$ cat config.mk
export PLATFORM = sky130hd
export DESIGN_NAME = paralelo_serial
export DESIGN_NICKNAME = d
export VERILOG_FILES = /design/src/rtl/paralelo_serial.sv
export SDC_FILE = /design/constraint.sdc
export NUM_CORES = 1
export LEC_CHECK = 0
export CAP_MARGIN = 0
export CORE_MARGIN = 4
export CORE_UTILIZATION = 54
export CTS_CLUSTER_DIAMETER = 120
export DETAILED_ROUTE_END_ITERATION = 10
export PLACE_DENSITY = 0.79
export SLEW_MARGIN = 5
export SYNTH_ARGS = -nofsm -noshare
export SYNTH_HDL_FRONTEND = slang
export SYNTH_SLANG_ARGS = --single-unit
$ cat constraint.sdc
create_clock -name clk_32f -period 3.2 [get_ports clk_32f]
set_input_delay 0.64 -clock clk_32f [delete_from_list [all_inputs] [get_ports clk_32f]]
set_output_delay 0.64 -clock clk_32f [all_outputs]
set_load 0.01 [all_outputs]
$ cat src/rtl/paralelo_serial.sv
// paralelo_serial: byte-to-bit serializer, MSB first, one bit per clk_32f cycle.
// Latency: accept to MSB on data_out is 1..8 cycles depending on byte-slot phase.
// Backpressure: ready = active && !hold_full; one byte of buffering, ready reopens after each drain.
//
// Ports:
//   clk_32f      bit clock, all state changes on its rising edge
//   reset        asynchronous, active-low
//   data_in      parallel byte, sampled only on an accept (valid_in && ready)
//   valid_in     data_in is valid this cycle
//   ready        hold register can take a byte (registers only, never depends on valid_in)
//   data_out     registered serial line
//   active       preamble of MIN_BC commas done, link running
//   sending_data byte currently on data_out is user data rather than a filler comma
module paralelo_serial #(
  parameter logic [7:0] COMMA  = 8'hBC,
  parameter int         MIN_BC = 4      // legal range 1..15
) (
  input  logic       clk_32f,
  input  logic       reset,
  input  logic [7:0] data_in,
  input  logic       valid_in,
  output logic       ready,
  output logic       data_out,
  output logic       active,
  output logic       sending_data
);

  localparam logic [3:0] MIN_BC_L = 4'(MIN_BC);

  typedef enum logic {SYNC, RUN} state_t;

  state_t     state;
  logic [2:0] bit_cnt;
  logic [3:0] bc_cnt;
  logic [7:0] shifter;
  logic [7:0] hold;
  logic       hold_full;

  logic       boundary;
  logic       accept;
  logic [7:0] next_byte;

  assign boundary = (bit_cnt == 3'd0);
  assign ready    = active && !hold_full;
  assign accept   = valid_in && ready;

  // Byte chosen for the next slot; only used on a boundary edge.
  always_comb begin
    next_byte = COMMA;
    if (state == RUN && hold_full) begin
      next_byte = hold;
    end
  end

  always_ff @(posedge clk_32f or negedge reset) begin
    if (!reset) begin
      state        <= SYNC;
      bit_cnt      <= 3'd0;
      bc_cnt       <= 4'd0;
      shifter      <= 8'h00;
      hold         <= 8'h00;
      hold_full    <= 1'b0;
      data_out     <= 1'b0;
      active       <= 1'b0;
      sending_data <= 1'b0;
    end else begin
      if (boundary) begin
        // MSB goes straight to the line; the shifter keeps the remaining 7 bits.
        data_out <= next_byte[7];
        shifter  <= {next_byte[6:0], 1'b0};
        bit_cnt  <= 3'd1;
        case (state)
          SYNC: begin
            sending_data <= 1'b0;
            bc_cnt       <= bc_cnt + 4'd1;
            // The slot that promotes to RUN still carries a comma.
            if (bc_cnt == MIN_BC_L) begin
              state  <= RUN;
              active <= 1'b1;
            end
          end
          RUN: begin
            if (hold_full) begin
              hold_full    <= 1'b0;
              sending_data <= 1'b1;
            end else begin
              sending_data <= 1'b0;
            end
          end
          default: state <= SYNC;
        endcase
      end else begin
        data_out <= shifter[7];
        shifter  <= {shifter[6:0], 1'b0};
        bit_cnt  <= bit_cnt + 3'd1;   // wraps 7 -> 0 onto the next boundary
      end

      // ready is low while hold_full, so this never collides with the drain above.
      // A byte accepted on a boundary edge waits for the following slot.
      if (accept) begin
        hold      <= data_in;
        hold_full <= 1'b1;
      end
    end
  end

endmodule

* After elaboration in Yosys (flattened, before gate mapping)
Cells that the tools add are included.
** Word-level totals
- Flip-flop bits (word level) :: 28
- Input port bits :: 11
- Output and inout port bits :: 4
- Word-level logic and storage cells :: 34
** Operators by class
- Add/subtract/negate cells :: 2
- Eq/ne operators :: 1
- Muxes and demuxes :: 11
- Bitwise gates (word level) :: 1
- Reduce and logical (&&, ||, !) cells :: 10
** Operator list (number)
- 8-bit 2-to-1 mux :: 2
- 1-bit 2-to-1 mux :: 7
- 4-bit by 1-bit adder with 4-bit output, second input constant :: 1
- 4-bit by 3-bit equality test with 1-bit output, second input constant :: 1
- 2-bit AND reduction :: 2
- 2-bit nonzero test :: 2
- 3-bit by 1-bit adder with 3-bit output, second input constant :: 1
- 1-bit logical AND :: 3
- 3-bit logical NOT :: 1
- 3-bit 2-to-1 mux :: 1
- 3-bit AND reduction :: 1
- 1-bit case mux with 2 select lines :: 1
- 1-bit logical NOT :: 1
- 1-bit inverter :: 1

* Logic depth before layout (Yosys ltp)
- Depth after elaboration :: 5
- Mapped depth :: 6
- Depth with buffers taken out :: 5

* Least setup slack after synthesis
No wires, ideal clock.
- Kind :: flip-flop to flip-flop
- Start :: reg bit_cnt[0]
- End :: reg shifter[2]
- Library setup time :: 121 ps
- Arrival time :: 1208 ps
- Required time :: 3079 ps
- Slack :: 1871 ps
- Stages on the path, launching flop included :: 7
- Buffers on the path :: 1
- Period minus slack after synthesis :: 1329 ps
- Path through :: dfrtp_1 -> inv_1 -> ha_1 -> nor2b_2 -> buf_6 -> and3_4 -> a22o_1
** On the way
- Cells in the longest elaborated chain, start to end :: 2
** RTL lines
- from (decl) :: line 33 : logic [2:0] bit_cnt;
- from (signal assigned) :: line 95 : bit_cnt <= bit_cnt + 3'd1;
- 3-bit logical NOT :: line 43 : assign boundary = (bit_cnt == 3'd0);
- 8-bit 2-to-1 mux :: line 67 : if (boundary) begin
- to (signal assigned) :: line 70 : shifter <= {next_byte[6:0], 1'b0};
- to (signal assigned) :: line 94 : shifter <= {shifter[6:0], 1'b0};
- to (decl) :: line 35 : logic [7:0] shifter;
No other way between the ends.
A chain may end at the register's enable or synchronous reset.

* Final worst setup path
- Start :: reg hold_full
- End :: out ready
** On the way
- Cells in the longest elaborated chain, start to end :: 2
** RTL lines
- from (decl) :: line 37 : logic hold_full;
- from (signal assigned) :: line 62 : hold_full <= 1'b0;
- from (signal assigned) :: line 84 : hold_full <= 1'b0;
- from (signal assigned) :: line 102 : hold_full <= 1'b1;
- 1-bit logical NOT :: line 44 : assign ready = active && !hold_full;
- 1-bit logical AND :: line 44
- to (decl) :: line 22 : output logic ready,
No other way between the ends.

==> metrics.cfg <==
[floorplan]
dieArea_sq_um = 2820
coreArea_sq_um = 1940
io_pins = 15
die_h_um = 53.1
fp.dieW_um = 53.1
initial_utilization_pct = 56.6
std_cell_rows = 16

[route]
routedWlPerCell_um = 13.5
num_vias = 623
drtIter0Drc = 5
viasPerCell = 5.11
final_antenna_net_count = 0
drc = 0
drt_wl_total_mm = 1.65
drtPass1Iterations = 3

[placed_design]
hpwl_mm = 1.23
place_inst = 118
io_buffers = 14
place.gp.congestion = 0.701

[pwr]
peakVddDrop_uv = 352
seq_power_share_pct = 65.8
power.internal_w = 0.000469
p_per_area_nw_per_um2 = 462
power_switching_w = 0.000129
cellLeakagePower_nw = 0.572
switching_share_pct = 21.6
pwr-share-clk_pct = 23.1
finalPower_w = 0.000599
comb_power_share_pct = 11.1

[status]
status = finished clean

[sta]
fin_setup_tns_ps = 0
slew_headroom_pct = 75.5
rsz0062_at_grt = false
fmax_mhz = 471
fin_crit_ps = 2130
skew_ps = 1.75
finalHoldViolCount = 0
setup_viol = 0
fin_crit_sh_pct = 66.4
slew_viol_final = 0
worst_pin_slew_ps = 366

[setup_path]
critPathLaunchType = flip-flop
worst-path-max-fanout = 4
cp-end-kind = output port
rrSetupSlack_ps = 1610
arrival_ps = 1490
crit_required_ps = 2560
path_class = flip-flop to output port

[clocking]
holdBufCountCts = 0
root_buffer = clkbuf_4
numCtsBuffers = 3
path_clk_slew_ps = 130
clk_latency_ps = 310
cts_tree = built
cts.sink_count = 27
cts_resized = 0
clockBufferDepth = 2
cts-htree-levels = 1
cts_setup_buffers = 0

[cells_and_area]
diodes = 0
drive_above_1_share_pct = 10.5
fin_nets = 111
register_area_sq_um = 676
area_growth_syn_to_layout_pct = 17.9
multiInputGateArea_sq_um = 389
fillCellCount = 161
instances_no_fill = 122

[synth]
seq_area_frac_synth_pct = 61.5
synth_ff_type = dfrtp_1
synth_top_area_cell = dfrtp_1
synth-seq-cells = 27
synth_area_leaders = dfrtp_1 62%, mux2_1 8.2%, ha_1 4.6%
ys_async_sr_fraction_pct = 100
synth_nets = 92
yosys.area.top_type_share_pct = 61.5
netlist_instances = 77
yosys_warnings = 0
yosysUniqueCellTypes = 21
syn-cell-area_sq_um = 1100
synth-edff-count = 0
avgSynthCellArea_sq_um = 14.3

[global_route]
use_met2_pct = 25.4
grt_use_met3_pct = 3.38
grt_pass1_vias = 682
antenna_found_initial = 0
busiest_layer = met2
grt_max_degree = 28
grt_pass1_wl_mm = 2.87
overflow = 0
grtUsageMet1_pct = 16.7
grt_usage_pct = 14.3

[hold_path]
worstHoldPathType = flip-flop to flip-flop

[job]
max_cap_violations = 0

[cell families (layout without fill, tap and decap cells)]
group,Yosys count,in the layout,share of synthesized area [%]
xor gates and xnor gates,3,3,2.39
AOI/OAI and AO/OA,11,11,8.31
DFF,27,27,61.5
and+or+nand+nor,16,16,11.0
muxes,9,9,9.11
adders and majority gates,4,4,4.56
buffers and inverters,7,25,3.07
[worst max-delay path: stages, from the launching register on]
cell	delay (ps)
dfrtp_1	460
nor2b_4	160
clkdlybuf4s50_1	550
[cell usage in the layout (no fill, tap or decap)]
master,instances
and2_1,1
nand2_1,6
nor2b_4,1
nand2b_1,2
a41o_1,2
clkbuf_1,1
nand3_2,1
o22a_1,5
clkdlybuf4s50_1,14
dfrtp_1,27
nand4_1,1
nand2_4,1
and3_4,1
xnor2_1,3
ha_1,4
clkbuf_4,3
mux2i_1,1
mux2_1,8
inv_1,6
buf_4,1
o21ai_0,2
nor3b_4,1
nor2b_2,1
a22o_1,2
[per-stage QoR]
stage | hold WS (ps) | instance area (sq um) | setup WS (ps) | utilization (%)
after floorplan | 344 | 1100 | 1870 | -
after global placement | 458 | 1270 | 1450 | 65.3
after detailed placement | 461 | 1270 | 1420 | 65.3
after CTS | 484 | 1290 | 1060 | 66.7
after global routing | 515 | 1290 | 1020 | 66.7
final | 478 | 1290 | 1070 | 66.7
[state kept, by name, indices dropped and copies added (netlist names)]
register and cells:
data_out 1, bit_cnt 3, shifter 7, sending_data 1
active 1, hold 8, bc_cnt 4, state 1
hold_full 1
[power by group through the flow]
stage	Clock [W]	Combinational [W]	Sequential (W)
finish	0.000138	0.0000664	0.000394
global route	0.000156	0.0000728	0.000399
CTS	0.000145	0.0000679	0.000395
detailed placement	0	0.0000674	0.000401
global placement	0	0.0000653	0.000400
floorplan	0	0.0000334	0.000398
[layer usage]
layer / routed length [um] / share of wire (%) / vias to the layer above
li1: - / - / 302
met1: 769 / 47 / 307
met2: 794 / 48 / 12
met3: 66 / 4.0 / 2
met4: 19 / 1.2 / 0
met5: 0 / 0 / -
[cell type report]
| type | count | area share [%] |
|---|---|---|
| inverters | 6 | 1.74 |
| repair buffers | 15 | 11.4 |
| multi-input cells | 43 | 30.0 |
| flip-flops and latches | 27 | 52.2 |
| clock buffers | 4 | 2.03 |
| well taps | 27 | 2.61 |
[synthesized netlist by cell type, types with 2 or more instances]
master    instances
o21ai_0           2
ha_1              4
nand2_1           6
mux2_1            8
inv_1             6
o22a_1            5
a22o_1            2
a41o_1            2
nand2b_1          2
dfrtp_1          27
xnor2_1           3
[final timing paths]
| kind | from | end | depth (start not counted) |
|---|---|---|---|
| min | bit_cnt[0] | bit_cnt[0] | 1 |
| max | hold_full | ready | 2 |
| max in group asynchronous | reset | shifter[7] | 2 |
| min reg2reg | bit_cnt[0] | bit_cnt[0] | 1 |
| max reg2reg | bit_cnt[0] | shifter[5] | 5 |
| min in group asynchronous | reset | bc_cnt[3] | 2 |
Power figures use the tool's default switching activity.
